### config.mk
export PLATFORM = sky130hd
export DESIGN_NAME = iob_merge_arb
export DESIGN_NICKNAME = d
export VERILOG_FILES = /design/src/rtl/iob_merge_arb.sv
export SDC_FILE = /design/constraint.sdc
export NUM_CORES = 1
export LEC_CHECK = 0
export CAP_MARGIN = 20
export CORE_AREA = 10 10 112 114
export CTS_CLUSTER_DIAMETER = 40
export DETAILED_ROUTE_END_ITERATION = 10
export DIE_AREA = 0 0 122 124
export DONT_BUFFER_PORTS = 1
export HOLD_SLACK_MARGIN = 0.1
export PLACE_DENSITY = 0.3
export SLEW_MARGIN = 20
export SYNTH_ARGS = -nofsm -noshare
export SYNTH_HDL_FRONTEND = slang
export SYNTH_SLANG_ARGS = --single-unit
### constraint.sdc
create_clock -name clk -period 3.58 [get_ports clk]
set_clock_uncertainty 0.15 [all_clocks]
set_input_delay 0.716 -clock clk [delete_from_list [all_inputs] [get_ports clk]]
set_output_delay 0.716 -clock clk [all_outputs]
set_load 0.01 [all_outputs]
### src/rtl/iob_merge_arb.sv
// Round-robin fan-in arbiter: N IOb masters share one slave, one transaction in flight.
// Grant one cycle after a request in IDLE; slave ready is routed back in the same cycle.
module iob_merge_arb #(
  parameter int DATA_W    = 32,
  parameter int ADDR_W    = 32,
  parameter int N_MASTERS = 2,
  localparam int REQ_W    = 1 + ADDR_W + DATA_W + DATA_W / 8,
  localparam int RESP_W   = DATA_W + 1,
  localparam int NB       = (N_MASTERS > 1) ? $clog2(N_MASTERS) : 1
) (
  input  logic                        clk,
  input  logic                        rst_n,
  input  logic [N_MASTERS*REQ_W-1:0]  m_req,
  output logic [N_MASTERS*RESP_W-1:0] m_resp,
  output logic [REQ_W-1:0]            s_req,
  input  logic [RESP_W-1:0]           s_resp,
  output logic [N_MASTERS-1:0]        grant,
  output logic                        busy
);

  typedef enum logic {IDLE, BUSY} state_t;

  state_t                 state_q;
  logic [NB-1:0]          last_q;
  logic [NB-1:0]          gidx_q;
  logic [N_MASTERS-1:0]   grant_q;

  logic [N_MASTERS-1:0]   vld;
  logic [N_MASTERS-1:0]   hit_oh;
  logic [NB-1:0]          hit_idx;
  logic                   hit;
  logic                   gnt_vld;

  always_comb begin
    vld = '0;
    for (int i = 0; i < N_MASTERS; i++) begin
      vld[i] = m_req[i*REQ_W + REQ_W - 1];
    end
  end

  // Walk offsets 1..N from the last winner so the search wraps past the end.
  always_comb begin
    hit     = 1'b0;
    hit_idx = '0;
    hit_oh  = '0;
    for (int off = 1; off <= N_MASTERS; off++) begin
      for (int j = 0; j < N_MASTERS; j++) begin
        if (!hit && vld[j] && (j == (int'(last_q) + off) % N_MASTERS)) begin
          hit       = 1'b1;
          hit_idx   = NB'(j);
          hit_oh[j] = 1'b1;
        end
      end
    end
  end

  always_comb begin
    s_req   = '0;
    m_resp  = '0;
    gnt_vld = 1'b0;
    if (state_q == BUSY) begin
      for (int i = 0; i < N_MASTERS; i++) begin
        if (gidx_q == NB'(i)) begin
          s_req                        = m_req[i*REQ_W +: REQ_W];
          m_resp[i*RESP_W +: RESP_W]   = s_resp;
          gnt_vld                      = vld[i];
        end
      end
    end
  end

  // A granted master dropping valid before ready aborts the transaction.
  always_ff @(posedge clk or negedge rst_n) begin
    if (!rst_n) begin
      state_q <= IDLE;
      last_q  <= NB'(N_MASTERS - 1);
      gidx_q  <= '0;
      grant_q <= '0;
    end else begin
      case (state_q)
        IDLE: begin
          if (hit) begin
            state_q <= BUSY;
            gidx_q  <= hit_idx;
            grant_q <= hit_oh;
          end
        end
        BUSY: begin
          if (s_resp[0] || !gnt_vld) begin
            state_q <= IDLE;
            last_q  <= gidx_q;
            grant_q <= '0;
          end
        end
      endcase
    end
  end

  assign grant = grant_q;
  assign busy  = (state_q == BUSY);

endmodule

==> metrics.txt, run 1 <==
status complete, no violations; synthesized flop and latch total 5; Final Hold Violating Endpoints 0; Placed Area about 0.0018 mm²; IO buf count 0; worst r2r dst grant[1]$_DFFE_PN0P_; core area 0.0102 mm²; synthesized area per cell 7.09 µm²; P_leak 0.997 nW; DRT Pass-1 Iters 4; P&R area growth vs syn 3.74%; Highest Clock Rate 367 MHz; CTS resizes 0; Post-synth EDFFs 0; Power Dens Cells roughly 770 mW/mm²; # nets final 410; Total GRT Usage 9.99%; Int Power 0.573 mW; max_cap viols 0; vias 1770; worst slew pin tran 0.740 ns; Root Driver clkbuf_8; CTS sink count 5; Hold WC Path Type in -> async; pin count of the biggest net entering global routing 64; Rel. slew slack 50.7%; Slew Viols, Final 0; worst-path cell chain buf_12 > mux2i_1 > nor2_1; Routed WL 9270 µm; switching part of the total power 60.3%; effective utilization at floorplan 17.7%; vias per cell about 4.8; Top FF cell, synth dfrtp_1; first-pass GRT wire length 12500 µm; gp weighted congestion 0.749; Setup CP Type reg -> out; DRT iter0 DRCs 58; Detail Placement HPWL around 8000 µm; CP Data Required Time roughly 2.7 ns; total nets after synthesis 428; Synth Instances 255; Clock Latency Late Sink ~0.22 ns; Reg-to-Reg Start gidx_q$_DFFE_PN0P_; CTS clock-pin slew for the worst setup and hold paths 0.04 ns; TritonCTS Buffers 3; Max Buffers Root-to-Sink 2; floorplan row count 37; fillcell total approximately 1100; global route overflow 0; Post-synth ARST share between 90% and 100%; Design Area, Final 0.00188 mm²; Synth cell types 26; Period minus WS final ~2.7 ns; top routing layer in use met4; Clock power frac around 7.2%; DIE AREA 0.0151 mm²; # diodes 0; crit start category flip-flop; crit-path max FO 63; power share of the sequential group ~15%; DRT met1 WL 3070 µm; final worst-path cycle share 76.0%; final setup vio count 0; met2 WL ~5000 µm; setup TNS 0 ns; R2R depth 3; Die W 122 µm; Final ANT Viol Nets 0; Synth Cell Area 0.00181 mm²; slowest CP cell dfrtp_4; RSZ-0062 raised after global routing no; sequential share of the synthesized area 6.99%; power share of the combinational group 77.7%; height of the die 124 µm; CP peak stage delay 0.89 ns; vias in the first global route 1859; share of layout cells above drive strength 1 4.66%; Syn. warnings 0; CTS tree built; wire per inst 24.9 µm; Routed met3 length 1200 µm; NetSw between 0.8 and 0.9 mW; Peak VDD IR approximately 0.56 mV; I/O Pins 311; H-tree Lvls 1; Worst setup EP type output port; initial antenna violation count 0; # DRC 0; Worst Path Arrival 1.86 ns; r2r setup slk 1.72 ns
through the flow:
stage / power (mW) / hold WS, ns / setup slack, ns / util [%] / std cells
after floorplan: 1.29 / 0.270 / 1.62 / - / 255
after global placement: 1.37 / 0.271 / 1.07 / 17.8 / 367
after detailed placement: 1.36 / 0.271 / 1.07 / 17.8 / 367
after CTS: 1.47 / 0.183 / 0.831 / 18.3 / 372
after global routing: 1.57 / 0.177 / 0.708 / 18.3 / 372
final: 1.44 / 0.187 / 0.859 / 18.3 / 372
power groups by stage:
stage               sequential, mW  combinational (mW)  clock, mW
finish                       0.219                1.12      0.104
global route                 0.238                1.22      0.113
CTS                          0.219                1.15      0.107
detailed placement           0.220                1.14          0
global placement             0.219                1.15          0
floorplan                   0.0997                1.19          0
placed cells by master (no fill, tap or decap), drive strengths merged, types with 2 or more instances in the layout:
master  count
mux2i      69
nor2       71
nor3        2
a21oi       4
inv         2
buf         3
dfrtp       4
clkbuf      4
and2       32
nand2b      2
and3       33
state kept, by name (all words and copies together), names as in the netlist:
register / cells
last_q: 1
gidx_q: 1
grant: 2
busy: 1
final cells by class:
type	count	area [µm²]	area share (%)
Sequential cell	5	130	6.94
Inverter	2	7.51	0.400
Timing Repair Buffer	4	45.0	2.40
Multi-Input combinational cell	221	1480	78.8
Tap cell	136	170	9.07
Clock buffer	4	45.0	2.40
cell usage after synthesis, drive strengths merged (2+ instances only):
cell    count  area, µm²
and2       32        200
nor2       71        274
nor3        2       15.0
dfrtp       4        100
and3       33        206
inv         2       7.51
nand2b      2       12.5
mux2i      69        691
a21oi       4       20.0
clkbuf      6       22.5
buf        21        174
worst max-delay path, delay by kind of cell, from the launching register on:
kind / cells / cell delay [ns]
flops: 1 / 0.89
buf+inv: 1 / 0.36
simple gates: 1 / 0.22
mux: 1 / 0.12
worst max-delay path by stage:
stage                        from         to  slack, ns  cells after the start
4_1_cts        gidx_q$_DFFE_PN0P_  s_req[28]       0.83                      3
6_report       gidx_q$_DFFE_PN0P_  s_req[37]       0.86                      3
3_5_place_dp   gidx_q$_DFFE_PN0P_  s_req[28]       1.07                      3
5_1_grt        gidx_q$_DFFE_PN0P_  s_req[18]       0.71                      3
3_3_place_gp   gidx_q$_DFFE_PN0P_  s_req[18]       1.07                      3
2_1_floorplan  gidx_q$_DFFE_PN0P_  m_resp[0]       1.62                      4
kinds of logic (layout without fill, tap and decap cells):
family / after synthesis / in the layout / share of synthesized area (%)
AO/OA/AOI/OAI: 11 / 11 / 4.01
flip-flops: 5 / 5 / 6.99
multiplexers: 69 / 69 / 38.2
buffers and inverters: 29 / 10 / 11.3
AND/OR/NAND/NOR: 141 / 141 / 39.5
what timing repair did:
item,CTS,global route
hold endpoints to repair,4,0
setup buffers,0,0
hold buffers,1,0
layer usage:
layer | up-vias | track usage (%)
li1 | 818 | -
met1 | 803 | 10.2
met2 | 147 | 18.6
met3 | 2 | 4.98
met4 | 0 | 0.745
met5 | - | 0
No activity file was read; power rests on OpenSTA's default activity.
==> run 2: changes to the inputs <==
--- a/config.mk
+++ b/config.mk
@@ -12,7 +12,7 @@
 export DIE_AREA = 0 0 122 124
 export DONT_BUFFER_PORTS = 1
 export HOLD_SLACK_MARGIN = 0.1
-export PLACE_DENSITY = 0.3
+export PLACE_DENSITY = 0.31
 export SLEW_MARGIN = 20
 export SYNTH_ARGS = -nofsm -noshare
 export SYNTH_HDL_FRONTEND = slang
==> constraint.sdc (replaced) <==
create_clock -name clk -period 2.4 [get_ports clk]
set_clock_uncertainty 0.15 [all_clocks]
set_input_delay 0.48 -clock clk [delete_from_list [all_inputs] [get_ports clk]]
set_output_delay 0.48 -clock clk [all_outputs]
set_load 0.01 [all_outputs]
==> run 2 against run 1 <==
  * Count of clock-buffer cells in the layout shrank 1
  * Largest power group unchanged
  * Sequential power is 18% lower
  * Die area is the same
  * Non-clock buffer count is 10 higher
  * Utilization rose by 0.87 points
  * Clock power is 49% higher
  * Wire length grew 0.40%
  * Critical endpoint is now s_req[57]
  * Sequential cell count unchanged
==> metrics.txt, run 2 (synthesized netlist as in run 1, its figures left out) <==
Reg-to-Reg Start gidx_q$_DFFE_PN0P_; Power Dens Cells 1140 mW/mm²; Detail Placement HPWL 8190 µm; first-pass GRT wire length 12400 µm; Design Area, Final about 0.002 mm²; pin count of the biggest net entering global routing 55; CP Data Required Time 1.77 ns; CTS tree built; WHS Endpoint gidx_q$_DFFE_PN0P_; DRT Pass-1 Iters 6; # DRC 0; Setup CP Type reg -> out; gp weighted congestion about 0.78; TritonCTS Buffers 3; Crit path max-delay family flip-flops; hold path depth 1; final setup vio count 0; max_cap viols 0; Worst Path Buf+Inv 2; Multi-input gate area 0.00148 mm²; max reg flops 2; Total GRT Usage roughly a tenth; R2R depth 4; effective utilization at floorplan 17.7%; Most Crowded Layer GR met2; status complete, no violations; initial antenna violation count 0; CP peak stage delay approximately 0.47 ns; Peak VDD IR approximately 0.50 mV; # diodes 0; share of layout cells above drive strength 1 8.94%; RSZ-0062 raised after global routing no; Placed Area 0.00191 mm²; Root Driver clkbuf_8; CTS sink count 5; Worst Path Arrival roughly 1.5 ns; r2r setup slk 0.75 ns; wire per inst 24.4 µm; Slew Viols, Final 0; worst slew pin tran 0.500 ns; setup TNS 0 ns; Period minus WS final 2.13 ns; worst r2r dst grant[1]$_DFFE_PN0P_; CTS clock-pin slew for the worst setup and hold paths 0.03 ns; hold path start m_req[68]; slowest CP cell dfrtp_4; Hold WC Path Type in -> reg; crit start category flip-flop; worst-path cell chain buf_4 > mux2i_1 > nor2_1 > buf_4; Highest Clock Rate about 470 MHz; # nets final 420; met3 Use GR 3.94%; vias per cell 4.77; Final Hold Violating Endpoints 0; Setup WS pre-CTS 0.465 ns; register area 130 µm²; global route overflow 0; Final ANT Viol Nets 0; floorplan row count 37; fillcell total 1135; Worst setup EP type output port; Rel. slew slack 66.6%; vias in the first global route roughly 1900; vias 1821; crit-path max FO 17; Die W 122 µm; commonest non-fill, non-tap cell in the layout nor2_1; CP most frequent cell buf_4; most frequent cells in the layout 70 x nor2_1, 69 x mux2i_1, 33 x and3_1; final worst-path cycle share 88.7%; met1 Resource Use GR approximately a tenth; Max Buffers Root-to-Sink 2; min setup slack post-route 0.271 ns; I/O Pins 311; P&R area growth vs syn 8.65%; H-tree Lvls 1; Post-CTS Setup Inserts 0; grt met2 use 19.0%; DIE AREA around 0.015 mm²; P_leak 1.05 nW; IO buf count 0; height of the die 124 µm; core area 0.0102 mm²; DRT iter0 DRCs 57; Clock Latency Late Sink 0.22 ns; Routed WL roughly 9300 µm
## run 2: cell count changes in the layout (fill, tap and decap cells not counted)
cell,previous run,this run
clkinv_2,0,1
clkbuf_1,1,0
buf_4,2,11
buf_12,1,2
## run 2: layout make-up
cell class              count  share of cell area, %
clock buffers               3                   2.10
clock inverters             1                  0.255
inverters                   2                  0.382
multi-input cells         221                   75.2
flip-flops and latches      5                   6.62
well taps                 136                   8.66
repair buffers             14                   6.75
## run 2: how the worst max path moves through the flow
stage          cells past startpoint               start        end
2_1_floorplan                      4  gidx_q$_DFFE_PN0P_  m_resp[0]
3_3_place_gp                       4  gidx_q$_DFFE_PN0P_  s_req[57]
3_5_place_dp                       4  gidx_q$_DFFE_PN0P_  s_req[57]
4_1_cts                            4  gidx_q$_DFFE_PN0P_  s_req[57]
5_1_grt                            4  gidx_q$_DFFE_PN0P_  s_req[28]
6_report                           4  gidx_q$_DFFE_PN0P_  s_req[57]
## run 2: layer usage
layer,part of all wire [%],wire (µm)
met2,55,5130
met1,32,2980
met4,0.47,44
met5,0,0
met3,12,1160
## run 2: what timing repair did
item	4_1_cts	5_1_grt
resized for setup	0	0
hold buffers	1	0
endpoints found under the hold margin	5	0
## run 2: worst register-to-register path, delay by kind of cell (launching register included)
kind | cells | cell delay, ns
simple gates | 1 | 0.09
buf+inv | 1 | 0.28
compound gates | 1 | 0.18
mux | 1 | 0.38
flops | 1 | 0.47
## run 2: where the power goes
group          total [mW]  switching [mW]  internal [mW]
combinational        1.91            1.22          0.695
clock               0.155          0.0429          0.112
sequential          0.179          0.0493          0.129
## run 2: metrics by stage
stage / power [mW] / utilization (%) / hold WS (ns) / std cells
2_1_floorplan: 1.92 / - / 0.0344 / 255
3_3_place_gp: 2.15 / 18.6 / 0.0347 / 377
3_5_place_dp: 2.13 / 18.6 / 0.0346 / 377
4_1_cts: 2.30 / 19.2 / 0.206 / 382
5_1_grt: 2.45 / 19.2 / 0.218 / 382
6_report: 2.25 / 19.2 / 0.211 / 382
